### src/rtl/iiitb_alu_ctrl.sv
// rtl/iiitb_alu_ctrl.sv - command FIFO and issue/capture/response sequencer for the 4-bit ALU
module iiitb_alu_ctrl #(
  parameter int N     = 4,
  parameter int M     = 4,
  parameter int DEPTH = 4
) (
  input  logic         clk,
  input  logic         reset,
  input  logic         cmd_valid,
  output logic         cmd_ready,
  input  logic [N-1:0] cmd_a,
  input  logic [N-1:0] cmd_b,
  input  logic [M-1:0] cmd_op,
  output logic [N-1:0] alu_a,
  output logic [N-1:0] alu_b,
  output logic [M-1:0] alu_instr,
  input  logic [N-1:0] alu_result,
  output logic         rsp_valid,
  input  logic         rsp_ready,
  output logic [N-1:0] rsp_data,
  output logic         rsp_err,
  output logic         busy
);

  localparam int AW = $clog2(DEPTH);
  localparam int W  = 2 * N + M;
  localparam logic [M-1:0] TRAP_OP = {1'b1, (M-1)'(3)};

  typedef enum logic [1:0] {IDLE, ISSUE, CAPTURE, RESP} state_t;

  state_t         state_q, state_d;
  logic [W-1:0]   mem_q [DEPTH];
  logic [AW-1:0]  wr_ptr_q, rd_ptr_q;
  logic [AW:0]    count_q, count_d;
  logic [N-1:0]   alu_a_q, alu_b_q, rsp_data_q;
  logic [M-1:0]   alu_instr_q;
  logic           rsp_err_q;

  logic           push, pop, empty, take;
  logic           load_alu, load_trap, load_cap;
  logic [W-1:0]   head;
  logic [N-1:0]   head_a, head_b;
  logic [M-1:0]   head_op;
  logic           head_trap;

  assign empty     = (count_q == '0);
  assign cmd_ready = (count_q != (AW+1)'(DEPTH));
  assign push      = cmd_valid && cmd_ready;

  assign head      = mem_q[rd_ptr_q];
  assign head_a    = head[W-1 -: N];
  assign head_b    = head[M+N-1 -: N];
  assign head_op   = head[M-1:0];
  assign head_trap = (head_op == TRAP_OP) && (head_b == '0);

  // A new head may be taken from IDLE, or straight out of RESP on the
  // handshake edge so back-to-back requests skip IDLE.
  assign take = (state_q == IDLE) || ((state_q == RESP) && rsp_ready);

  always_comb begin
    state_d   = state_q;
    pop       = 1'b0;
    load_alu  = 1'b0;
    load_trap = 1'b0;
    load_cap  = 1'b0;
    case (state_q)
      ISSUE:   state_d = CAPTURE;
      CAPTURE: begin
        load_cap = 1'b1;
        state_d  = RESP;
      end
      default: begin
        if (take) begin
          if (!empty) begin
            pop = 1'b1;
            if (head_trap) begin
              load_trap = 1'b1;
              state_d   = RESP;
            end else begin
              load_alu = 1'b1;
              state_d  = ISSUE;
            end
          end else begin
            state_d = IDLE;
          end
        end
      end
    endcase
  end

  always_comb begin
    count_d = count_q;
    case ({push, pop})
      2'b10:   count_d = count_q + (AW+1)'(1);
      2'b01:   count_d = count_q - (AW+1)'(1);
      default: count_d = count_q;
    endcase
  end

  always_ff @(posedge clk) begin
    if (push) mem_q[wr_ptr_q] <= {cmd_a, cmd_b, cmd_op};
  end

  always_ff @(posedge clk or posedge reset) begin
    if (reset) begin
      state_q     <= IDLE;
      wr_ptr_q    <= '0;
      rd_ptr_q    <= '0;
      count_q     <= '0;
      alu_a_q     <= '0;
      alu_b_q     <= '0;
      alu_instr_q <= '0;
      rsp_data_q  <= '0;
      rsp_err_q   <= 1'b0;
    end else begin
      state_q <= state_d;
      count_q <= count_d;
      if (push) wr_ptr_q <= wr_ptr_q + AW'(1);
      if (pop)  rd_ptr_q <= rd_ptr_q + AW'(1);
      // Operands are held past ISSUE so the ALU output mux stays put during CAPTURE.
      if (load_alu) begin
        alu_a_q     <= head_a;
        alu_b_q     <= head_b;
        alu_instr_q <= head_op;
      end
      if (load_trap) begin
        rsp_data_q <= '1;
        rsp_err_q  <= 1'b1;
      end else if (load_cap) begin
        rsp_data_q <= alu_result;
        rsp_err_q  <= 1'b0;
      end
    end
  end

  assign alu_a     = alu_a_q;
  assign alu_b     = alu_b_q;
  assign alu_instr = alu_instr_q;
  assign rsp_valid = (state_q == RESP);
  assign rsp_data  = rsp_data_q;
  assign rsp_err   = rsp_err_q;
  assign busy      = (state_q != IDLE) || !empty;

endmodule

### config.mk
export PLATFORM = sky130hd
export DESIGN_NAME = iiitb_alu_ctrl
export DESIGN_NICKNAME = d
export VERILOG_FILES = /design/src/rtl/iiitb_alu_ctrl.sv
export SDC_FILE = /design/constraint.sdc
export NUM_CORES = 1
export LEC_CHECK = 0
export ABC_AREA = 1
export CORE_MARGIN = 2
export CORE_UTILIZATION = 52
export CTS_BUF_LIST = sky130_fd_sc_hd__clkbuf_4
export DETAILED_ROUTE_END_ITERATION = 16
export HOLD_SLACK_MARGIN = 0.02
export PLACE_DENSITY = 0.83
export RECOVER_POWER = 25
export SLEW_MARGIN = 20
export SYNTH_ARGS = -nofsm -noshare
export SYNTH_HDL_FRONTEND = slang
export SYNTH_SLANG_ARGS = --single-unit
### constraint.sdc
create_clock -name clk -period 2.7 [get_ports clk]
set_clock_uncertainty 0.2 [all_clocks]
set_input_delay 0.27 -clock clk [delete_from_list [all_inputs] [get_ports clk]]
set_output_delay 0.27 -clock clk [all_outputs]
set_load 0.02 [all_outputs]
==> flow_summary.toml <==
[sta]
finalSetupViolCount = 0
max_freq_mhz = 394
setup-tns-final_ps = 0
setup_slack_ps = 159
slew_headroom = 0.699
min_period_ps = 2540
min_period_over_period = 0.941
grt_setup_unrepaired = "no"
worst_slew_pin_slew_ps = 451
hold_violations = 0
report.final.slew_viol_count = 0

[yosys]
synth.mux.area_fraction = 0
synth_simple_gate_area_frac = 0.191
ys_seq_area_frac = 0.656
synth-seq-cells = 74
ys_types = 24
synth-async-reset-ratio = 0.351
synth_ff_type = "edfxtp_1"
yosysWarnings = 0
synth_compound_area_frac = 0.0365
syn_area_um2 = 3190
synth_nets = 319
synth_top_family_by_area = "simple AND/OR/NAND/NOR gates"
synth_area_per_cell_um2 = 11.0
yosys.area_share.xor_xnor = 0.0137
postSynthCellCount = 289
synth_edf_count = 48
synthAdderAreaFrac = 0.0416

[grt]
grtUsageTotal = 0.202
antenna_found_initial = 0
grt-ovfl-total = 0
grt_max_degree = 27
grt_pass1_wl_um = 9870
grt_pass1_vias = 2158

[worst_setup_path]
rr_worst_depth = 11
r2r_start = "state_q[0]"
critPathMaxStageDelay_ps = 410
reg2reg_slack_ps = 160
crit_family = "adder cells"
critPathKind = "register to register"
startpoint_type = "register"
worstPathArrival_ps = 2630
end_kind = "register"
cp.depth = 11
cp_slowest_cell = "fa_1"
path_cells = "inv_1 > ha_1 > inv_1 > nand3_1 > inv_1 > ha_1 > inv_1 > fa_1 > a21oi_1 > o21ai_0 > xor2_1"
crit_fanout = 3
cp.required_ps = 2790
cp-endpoint = "count_q[2]"
worstSetupStartpoint = "state_q[0]"
cp_num_buf_inv = 4
cp_common_cell = "inv_1"
r2r-end = "count_q[2]"

[cells_and_area]
multiInputGateArea_um2 = 902
final_util = 0.655
fin_nets = 371
seq_area_um2 = 2090
layout-drive-gt1-share = 0.0925
area_growth_pct = 21.6
final_area_um2 = 3880
diodes = 0
fillCellCount = 431

[route]
dr.pass1.iters = 6
wire_per_inst_um = 15.0
drc = 0
vias = 2195
drtIter0Drc = 215
drt_wl_total_um = 6330
ant_nets = 0
via_per_inst = 5.21

[clocking]
cts_max_path_buffers = 2
cts_tree = "built"
clock_sinks = 74
ctsResizeCount = 0
cts_max_level = 3
numCtsBuffers = 9
root_buffer = "clkbuf_4"
worstSkewPairLatency_ps = 400
path_clk_slew_ps = 130

[floorplanning]
start_util = 0.539
die_y_um = 82.3
core_um2 = 5920
die_w_um = 82.3
die_area_um2 = 6780
io_pins = 40
num_rows = 28

[placement]
dp_hpwl_um = 3970
placed_cell_area_um2 = 3660
io_buffer_count = 39
place_congestion = 0.762
dp_slack_ps = 255

[power_and_ir_drop]
p_per_area_nw_per_um2 = 1180
cellLeakagePower_nw = 1.69
vdd_ir_drop_max_v = 0.000672

[worst_hold_path]
hold_class = "primary input to register"

[job]
drv_cap = 0

[status]
status = "complete, no violations"
per-layer routing:
layer | GRT usage | up-vias | wire length, um
met5 | 0 | - | 0
met4 | 0.102 | 0 | 61
met3 | 0.0630 | 4 | 433
met2 | 0.328 | 72 | 3290
met1 | 0.244 | 1061 | 2550
li1 | - | 1058 | -
cell type report:
type / instances / area share
well taps: 75 / 0.0242
flip-flops and latches: 74 / 0.539
clock inverters: 6 / 0.0297
multi-input cells: 174 / 0.233
inverters: 31 / 0.0306
clock buffers: 10 / 0.0193
repair buffers: 51 / 0.124
where the power goes:
group / switching [mW] / internal [mW] / total [mW]
Clock: 0.379 / 0.482 / 0.861
Combinational: 1.22 / 0.764 / 1.99
Sequential: 0.172 / 1.56 / 1.73
Total: 1.77 / 2.81 / 4.58
cells by family after synthesis:
kind of cell | Yosys count
AOI/OAI and AO/OA | 21
xor gates and xnor gates | 5
adders and majority gates | 10
buffers and inverters | 41
DFF | 74
and+or+nand+nor | 138
how the worst min path moves through the flow:
stage | slack (ps) | from | endpoint | cells past startpoint
after CTS | 230 | alu_result[0] | rsp_data[0] | 3
after global routing | 240 | alu_result[0] | rsp_data[0] | 3
after floorplan | 110 | reset | alu_a[0] | 1
after global placement | 250 | alu_b[2] | alu_b[2] | 2
final | 260 | alu_result[0] | rsp_data[0] | 3
after detailed placement | 260 | alu_a[2] | alu_a[2] | 2
synthesized netlist by cell type, types with 2 or more instances:
cell / instances / share of area
edfxtp_1: 48 / 0.45
buf_2: 5 / 0.0078
nand2_4: 2 / 0.0071
xor2_1: 4 / 0.011
ha_1: 9 / 0.035
o21ai_0: 12 / 0.019
nand3b_1: 5 / 0.012
nand2_1: 76 / 0.089
nor2_1: 20 / 0.024
buf_6: 4 / 0.014
a21oi_1: 3 / 0.0047
nand3_1: 31 / 0.049
dfrtp_1: 26 / 0.20
inv_1: 30 / 0.035
o22ai_1: 4 / 0.0078
nor2_4: 2 / 0.0071
cells in the final DEF, fill, tap and decap left out, drive strengths merged, types with 4 or more instances in the layout:
master	n
buf	11
clkbuf	10
clkdlybuf4s50	28
dfrtp	26
dlygate4sd3	12
edfxtp	48
ha	9
inv	31
nand2	78
nand3	31
nand3b	5
nor2	22
o21ai	12
o22ai	4
xor2	4
sequential cells by signal, summed over array words and instances, names as in the netlist:
signal and cells:
alu_a 4, rsp_data 4, rd_ptr_q 2, mem_q 48, wr_ptr_q 2, alu_instr 4
alu_b 4, count_q 3, rsp_err 1, state_q 2
tightest hold or removal path, delay by kind of cell:
family | cells | cell delay (ps)
simple gates | 2 | 140
buf+inv | 1 | 400
repair_timing:
item	4_1_cts	5_1_grt
endpoints found under the setup margin	0	1
hold buffers	1	0
endpoints found under the hold margin	26	0
setup buffers	0	3
per-stage QoR:
stage                     instances  power (mW)  hold WS [ps]
after floorplan                 289        3.05           110
after global placement          401        3.57           255
after detailed placement        401        3.65           258
after CTS                       418        4.56           233
after global routing            421        4.89           235
final                           421        4.58           259
Note: power is estimated with default switching activity, not from simulation.
